===== src/rtl/cordic_req_sched.sv =====
// Round-robin sequencer sharing one CORDIC cart-to-polar core between two
// requesters: latches operands, times Start_Pulse and core latency, captures results.
module cordic_req_sched #(
  parameter int W        = 9,
  parameter int TW       = 8,
  parameter int CORE_LAT = 16,
  parameter int START_W  = 1
) (
  input  logic          CLK,
  input  logic          RST_N,
  input  logic          REQ0,
  input  logic          REQ1,
  input  logic [W-1:0]  X0,
  input  logic [W-1:0]  X1,
  input  logic [W-1:0]  Y0,
  input  logic [W-1:0]  Y1,
  input  logic [TW-1:0] THE0,
  input  logic [TW-1:0] THE1,
  output logic          ACK0,
  output logic          ACK1,
  output logic          DONE0,
  output logic          DONE1,
  output logic [W-1:0]  RES_X,
  output logic [W-1:0]  RES_Y,
  output logic [TW-1:0] RES_THE,
  output logic          BUSY,
  output logic          Start_Pulse,
  output logic [W-1:0]  InpX,
  output logic [W-1:0]  InpY,
  output logic [TW-1:0] Inp_The,
  input  logic [W-1:0]  OTPX,
  input  logic [W-1:0]  OTPY,
  input  logic [TW-1:0] Theta_Pre
);

  localparam logic [7:0] START_LD = 8'(START_W - 1);
  localparam logic [7:0] LAT_LD   = 8'(CORE_LAT - 1);

  typedef enum logic [1:0] {IDLE, LAUNCH, WAIT} state_t;

  state_t        state, state_n;
  logic [7:0]    cnt, cnt_n;
  logic          last, last_n;
  logic          owner, owner_n;
  logic          gnt;
  logic [1:0]    ack_n, done_n;
  logic          start_n, busy_n;
  logic [W-1:0]  inp_x_n, inp_y_n, res_x_n, res_y_n;
  logic [TW-1:0] inp_the_n, res_the_n;

  // On contention the port that did not win last time goes next.
  assign gnt = (REQ0 && REQ1) ? ~last : REQ1;

  always_comb begin
    state_n   = state;
    cnt_n     = cnt;
    last_n    = last;
    owner_n   = owner;
    ack_n     = 2'b00;
    done_n    = 2'b00;
    start_n   = Start_Pulse;
    inp_x_n   = InpX;
    inp_y_n   = InpY;
    inp_the_n = Inp_The;
    res_x_n   = RES_X;
    res_y_n   = RES_Y;
    res_the_n = RES_THE;
    case (state)
      IDLE: begin
        if (REQ0 || REQ1) begin
          inp_x_n    = gnt ? X1 : X0;
          inp_y_n    = gnt ? Y1 : Y0;
          inp_the_n  = gnt ? THE1 : THE0;
          ack_n[gnt] = 1'b1;
          start_n    = 1'b1;
          cnt_n      = START_LD;
          owner_n    = gnt;
          last_n     = gnt;
          state_n    = LAUNCH;
        end
      end
      LAUNCH: begin
        if (cnt == 8'd0) begin
          start_n = 1'b0;
          cnt_n   = LAT_LD;
          state_n = WAIT;
        end else begin
          cnt_n = cnt - 8'd1;
        end
      end
      WAIT: begin
        if (cnt == 8'd0) begin
          res_x_n        = OTPX;
          res_y_n        = OTPY;
          res_the_n      = Theta_Pre;
          done_n[owner]  = 1'b1;
          state_n        = IDLE;
        end else begin
          cnt_n = cnt - 8'd1;
        end
      end
      default: state_n = IDLE;
    endcase
    busy_n = (state_n != IDLE);
  end

  always_ff @(posedge CLK or negedge RST_N) begin
    if (!RST_N) begin
      state       <= IDLE;
      cnt         <= 8'd0;
      last        <= 1'b1;
      owner       <= 1'b0;
      ACK0        <= 1'b0;
      ACK1        <= 1'b0;
      DONE0       <= 1'b0;
      DONE1       <= 1'b0;
      BUSY        <= 1'b0;
      Start_Pulse <= 1'b0;
      InpX        <= '0;
      InpY        <= '0;
      Inp_The     <= '0;
      RES_X       <= '0;
      RES_Y       <= '0;
      RES_THE     <= '0;
    end else begin
      state       <= state_n;
      cnt         <= cnt_n;
      last        <= last_n;
      owner       <= owner_n;
      ACK0        <= ack_n[0];
      ACK1        <= ack_n[1];
      DONE0       <= done_n[0];
      DONE1       <= done_n[1];
      BUSY        <= busy_n;
      Start_Pulse <= start_n;
      InpX        <= inp_x_n;
      InpY        <= inp_y_n;
      Inp_The     <= inp_the_n;
      RES_X       <= res_x_n;
      RES_Y       <= res_y_n;
      RES_THE     <= res_the_n;
    end
  end

endmodule


===== config.mk =====
export PLATFORM = sky130hd
export DESIGN_NAME = cordic_req_sched
export DESIGN_NICKNAME = d
export VERILOG_FILES = /design/src/rtl/cordic_req_sched.sv
export SDC_FILE = /design/constraint.sdc
export NUM_CORES = 1
export LEC_CHECK = 0
export BUFFER_PORTS_ARGS = -buffer_cell sky130_fd_sc_hd__buf_2
export CAP_MARGIN = 40
export CELL_PAD_IN_SITES_DETAIL_PLACEMENT = 1
export CELL_PAD_IN_SITES_GLOBAL_PLACEMENT = 1
export CORE_AREA = 2 2 77 116
export DETAILED_ROUTE_END_ITERATION = 16
export DIE_AREA = 0 0 79 118
export HOLD_SLACK_MARGIN = 0.12
export PLACE_DENSITY_LB_ADDON = 0.25
export SETUP_SLACK_MARGIN = 0.1
export SYNTH_ARGS = -nofsm -noshare
export SYNTH_HDL_FRONTEND = slang
export SYNTH_SLANG_ARGS = --single-unit

===== constraint.sdc =====
create_clock -name CLK -period 4.5 [get_ports CLK]
set_input_delay 0.675 -clock CLK [delete_from_list [all_inputs] [get_ports CLK]]
set_output_delay 0.675 -clock CLK [all_outputs]
set_load 0.005 [all_outputs]

# Yosys cells after proc, flatten, opt, wreduce, memory -nomap -nowiden

Cells that the tools add are included.

Output and inout bits: 58
Register bits after elaboration: 70
Word-level logic and storage cells: 63
Input bits: 82

Equal/unequal tests: 5
Reductions and logical operators: 13
Add/sub/neg operators: 1
$lt $le $gt $ge: 4
Bitwise gates (word level): 1
Mux-type cells: 23

Operators by type and width:

| kind                | number |
|---|---|
| $mux 8              | 4 |
| $pmux 8 s3          | 1 |
| $mux 9              | 2 |
| $mux 2              | 7 |
| $logic_not 8->1     | 1 |
| $sub 8x1->8 const B | 1 |
| $ne 2x2->1 const B  | 3 |
| $pmux 2 s3          | 1 |
| $reduce_and 3->1    | 2 |
| $mux 1              | 5 |
| $lt 1x2->1 const B  | 2 |
| $reduce_and 2->1    | 2 |
| $reduce_bool 2->1   | 2 |
| $logic_and 1x1->1   | 3 |
| $reduce_bool 3->1   | 1 |
| $demux 1 s1         | 2 |
| $eq 2x1->1 const B  | 1 |
| $eq 2x2->1 const B  | 1 |
| $ge 1x1->1 const B  | 2 |
| $logic_not 2->1     | 1 |
| $pmux 1 s2          | 1 |
| $logic_or 1x1->1    | 1 |
| $not 1->1           | 1 |

# Depth between registers and ports, before layout

Depth in word-level cells: 8
Gate-level depth with buffers: 8
Depth with buffers taken out: 6

# Least setup slack after synthesis

Ideal clock, no wire load.

Kind: register -> register
Start: reg cnt[0]
End: reg RES_THE[1]
Setup time: 0.125 ns
Required time: 4.375 ns
Setup slack: 2.558 ns
Period minus slack after synthesis: 1.942 ns
Cell stages (with the launch flop): 8
Arrival: 1.817 ns
Buffers on the path: 2
Cells stage by stage: dfrtp_1 inv_1 ha_1 nor3b_2 and3_4 buf_12 buf_12 mux2_2

Longest elaborated chain between the ends: 2

RTL lines:

| item                              | line | RTL |
|---|---|---|
| start: declaration                | 42   | `logic [7:0] cnt, cnt_n;` |
| start signal: assignment          | 127  | `cnt <= cnt_n;` |
| $logic_not 8->1                   | 92   | `if (cnt == 8'd0) begin` |
| $reduce_and 2->1 (no source line) | -    |  |
| end signal: assignment            | 141  | `RES_THE <= res_the_n;` |
| end: declaration                  | 25   | `output logic [TW-1:0] RES_THE,` |

No other way between the ends.
A chain may end at the register's enable or synchronous reset.

# Final worst setup path

Start: reg cnt[0]
End: reg cnt[0]

Longest elaborated chain between the ends: 3
Elaborated cells on any way between the ends: 7
Those cells by class: add/sub: 1; eq/ne: 1; mux: 3; reduce/logical: 2

RTL lines:

| item                                                  | line |
|---|---|
| $sub 8x1->8 / $logic_not 8->1 (equally long branches) | - |
| $mux 8 (tied with other cells)                        | 92 |
| $pmux 8 s3 / $reduce_and 3->1 (equally long branches) | - |

Parallel ways exist; a longest one is shown, timed or not. The select of a mux whose other input is x is not followed.

==> results.txt <==
----------------------------------------------------
[Routing]
  DRT antenna net count ... 0
  Average routed wire per standard cell ... about 16 um
  Starting DRC count in detailed routing ... between 100 and 150
  Via/cell ratio ... ~5
  Total via count after detailed routing ... 2498
  Post-route DRC ... 0
  First-pass DRT Iterations ... 5
  Wire length after detailed routing ... between 8000 and 9000 um

[CTS]
  Maximum number of buffers from clock root to sink ... 2
  Cts-stage hold buffer count ... 0
  Buffer type at the clock tree root ... sky130_fd_sc_hd__clkbuf_16
  Number of buffers created by CTS ... 9
  Clock tree from TritonCTS ... built
  Clk pin slew, worst setup/hold paths ... roughly 50 ps
  Setup Fix Bufs, Post-CTS ... 0
  Post-cts sizing count ... 0
  Clock Sink Count ... 70
  Number of levels the H-tree was split into ... 3
  Worst-skew pair later-pin latency ... ~330 ps

[Synthesis]
  Ranking of synthesized cells by area ... sky130_fd_sc_hd__dfrtp_1 56%, sky130_fd_sc_hd__mux2i_1 6.8%, sky130_fd_sc_hd__mux2_2 6.6%, sky130_fd_sc_hd__o21ai_0 4.4%, sky130_fd_sc_hd__mux2_1 3.6%
  Library cell with the largest summed area after synthesis ... sky130_fd_sc_hd__dfrtp_1
  Netlist area before placement ... 3090 um^2
  Synthesized net count ... 344
  Number of cells produced by synthesis ... around 260
  Share of the synthesized area in the top cell type ... 0.558
  Register bit total from synthesis ... 70
  Number of distinct library cells after synthesis ... 37
  Synthesized area per cell ... 12.0 um^2
  Sequential area share after synthesis ... 0.567
  Yosys warnings ... 0

[Worst setup path]
  Worst path arrival time ... 2570 ps
  Delay of the slowest cell on the worst path ... 530 ps
  Family with the most delay on the worst path ... simple AND/OR/NAND/NOR gates
  Maximum fanout encountered on the critical timing path ... 29
  Worst Path Class, Setup ... reg -> reg
  Crit path capture type ... register
  Crit path required time ... 4710 ps
  Critical Path Source Type ... register
  Internal reg-to-reg setup slack ... 2140 ps
  Crit-path slowest cell ... sky130_fd_sc_hd__and3_4
  Cells traversed along the worst timing path ... inv_1, ha_1, nor3b_2, and3_4, or2_2, mux2_2
  Number of buffers and inverters on the critical path ... 1

[Die]
  Die Wd ... between 70 and 80 um
  Initial Utilization ... 0.372
  Height of the die ... 118 um
  Core region area ... just over 8000 um^2
  Num ports ... 140
  Die Area ... about 9300 um^2
  FP Rows ... between 40 and 50

[STA]
  Final worst-path cycle share ... 0.525
  Final-report hold violation count ... 0
  Slew Limit Fails ... 0
  Tightest hold margin ... ~420 ps
  Slew margin rel. ... 0.497
  Setup slack after layout ... 2140 ps
  Final critical-path required period ... between 2000 and 2500 ps
  RSZ-0062 raised after global routing ... no
  Transition at the pin with the smallest max-transition slack ... approximately 750 ps
  Total Neg Setup Slack ... 0 ps
  Setup clock skew after layout ... ~3.5 ps
  Achievable clock frequency ... 423 MHz
  Final setup violation count ... 0

[Final layout]
  Layout fillers ... 967
  Leading cell types in the layout, fill and taps excluded ... 139 x sky130_fd_sc_hd__buf_2, 69 x sky130_fd_sc_hd__dfrtp_1, 27 x sky130_fd_sc_hd__o21ai_0
  Number of diodes ... 0
  Most common cell after layout, fill and taps aside ... sky130_fd_sc_hd__buf_2
  Area delta synth->final ... 35.3%
  Nets ... approximately 490
  Layout cells sized above 1 ... 0.454

[GRT]
  Total global-route track usage ... 0.184
  Number of global-route vias before repair ... between 2k and 3k
  Wire length of the first global-routing pass ... 13200 um
  Overflow after GRT ... 0
  Largest net degree at the start of global routing ... 39
  Antenna violations before repair ... 0

[Placed design]
  Final GP Congestion ... ~0.76
  HPWL after DPL ... just over 6000 um
  Worst setup slack after placement ... ~2100 ps
  IO Port Bufs ... between 100 and 150

[Power and ir drop]
  Final Power ... roughly 2.8 mW
  Static Leakage ... between 2 and 2.5 nW
  Largest voltage drop on the vdd net ... approximately 260 uV
  Power density over the cells ... 667 nW/um^2

[Flow run]
  Max Cap Violations ... 0

[Run status]
  Outcome ... complete, no violations

[Min path]
  Worst hold-check path type ... in -> async

----------------------------------------------------
==> worst register-to-register path: cells and delay by family, from the launching register on <==
family	cells	cell delay, ps
buf+inv	1	80
simple gates	3	1250
mux	1	340
flops	1	420
fa+ha+maj	1	170
==> routing by layer <==
layer | GRT usage | share of wire | vias up
met4 | 0.0884 | 0.029 | 0
met5 | 0 | 0 | -
met3 | 0.0483 | 0.056 | 20
met1 | 0.201 | 0.36 | 1211
li1 | - | - | 1194
met2 | 0.322 | 0.56 | 73
==> cells in the mapped netlist <==
cell / number
sky130_fd_sc_hd__a21bo_2: 1
sky130_fd_sc_hd__a21boi_1: 1
sky130_fd_sc_hd__a21o_1: 3
sky130_fd_sc_hd__a21oi_1: 7
sky130_fd_sc_hd__a221oi_1: 2
sky130_fd_sc_hd__a222oi_1: 5
sky130_fd_sc_hd__a31oi_1: 1
sky130_fd_sc_hd__and2_1: 1
sky130_fd_sc_hd__and3_4: 1
sky130_fd_sc_hd__buf_12: 3
sky130_fd_sc_hd__buf_2: 3
sky130_fd_sc_hd__clkbuf_1: 6
sky130_fd_sc_hd__dfrtp_1: 69
sky130_fd_sc_hd__dfstp_2: 1
sky130_fd_sc_hd__ha_1: 5
sky130_fd_sc_hd__inv_1: 12
sky130_fd_sc_hd__mux2_1: 10
sky130_fd_sc_hd__mux2_2: 18
sky130_fd_sc_hd__mux2i_1: 21
sky130_fd_sc_hd__nand2_1: 26
sky130_fd_sc_hd__nand3_1: 2
sky130_fd_sc_hd__nand4_1: 2
sky130_fd_sc_hd__nand4b_1: 1
sky130_fd_sc_hd__nor2_1: 10
sky130_fd_sc_hd__nor2b_1: 1
sky130_fd_sc_hd__nor3_1: 4
sky130_fd_sc_hd__nor3b_1: 1
sky130_fd_sc_hd__nor3b_2: 1
sky130_fd_sc_hd__nor4_1: 1
sky130_fd_sc_hd__nor4_4: 1
sky130_fd_sc_hd__o21ai_0: 27
sky130_fd_sc_hd__o21ai_1: 2
sky130_fd_sc_hd__o21bai_1: 2
sky130_fd_sc_hd__o22a_1: 1
sky130_fd_sc_hd__o31ai_1: 2
sky130_fd_sc_hd__or2_0: 1
sky130_fd_sc_hd__or2_2: 2
==> state kept, by name, summed over array words and instances (netlist names), 2 cells and up <==
signal / cells
InpX: 9
InpY: 9
RES_X: 9
RES_Y: 9
Inp_The: 8
RES_THE: 8
cnt: 8
state: 2
==> where the power goes <==
| group | total, mW | internal [mW] | switching (mW) |
|---|---|---|---|
| clock | 0.648 | 0.411 | 0.238 |
| combinational | 1.07 | 0.519 | 0.549 |
| sequential | 1.08 | 0.919 | 0.158 |
==> metrics by stage <==
step	area, um^2	instances	util
floorplan	3090	257	-
global placement	3850	492	0.464
detailed placement	3910	494	0.470
CTS	4190	508	0.504
global route	4190	508	0.504
finish	4190	508	0.504
==> final cells by class <==
cell class              count  area, um^2  share of cell area
flip-flops and latches     70        1750               0.419
inverters                  12        45.0              0.0108
repair buffers            142         758               0.181
clock buffers              13         270              0.0646
multi-input cells         163        1220               0.291
clock inverters             1        5.00             0.00120
well taps                 107         134              0.0320
==> final timing paths <==
| check | from | end | cells after the start |
|---|---|---|---|
| worst min register to register | InpX[2]$_DFFE_PN0P_ | InpX[2]$_DFFE_PN0P_ | 2 |
| worst min-delay path | RST_N | RES_Y[3]$_DFFE_PN0P_ | 1 |
| worst max register to register | cnt[0]$_DFFE_PN0P_ | cnt[0]$_DFFE_PN0P_ | 6 |
| min in group CLK | InpX[2]$_DFFE_PN0P_ | InpX[2]$_DFFE_PN0P_ | 2 |
| worst max-delay path | cnt[0]$_DFFE_PN0P_ | cnt[0]$_DFFE_PN0P_ | 6 |
| max in group asynchronous | RST_N | last$_DFFE_PN1P_ | 2 |
==> cell families after synthesis <==
family | Yosys count | synth area share
compound gates | 54 | 0.108
fa+ha+maj | 5 | 0.0202
buf+inv | 24 | 0.0461
flops | 70 | 0.567
mux | 49 | 0.170
simple gates | 55 | 0.0894
Power figures use the tool's default switching activity.
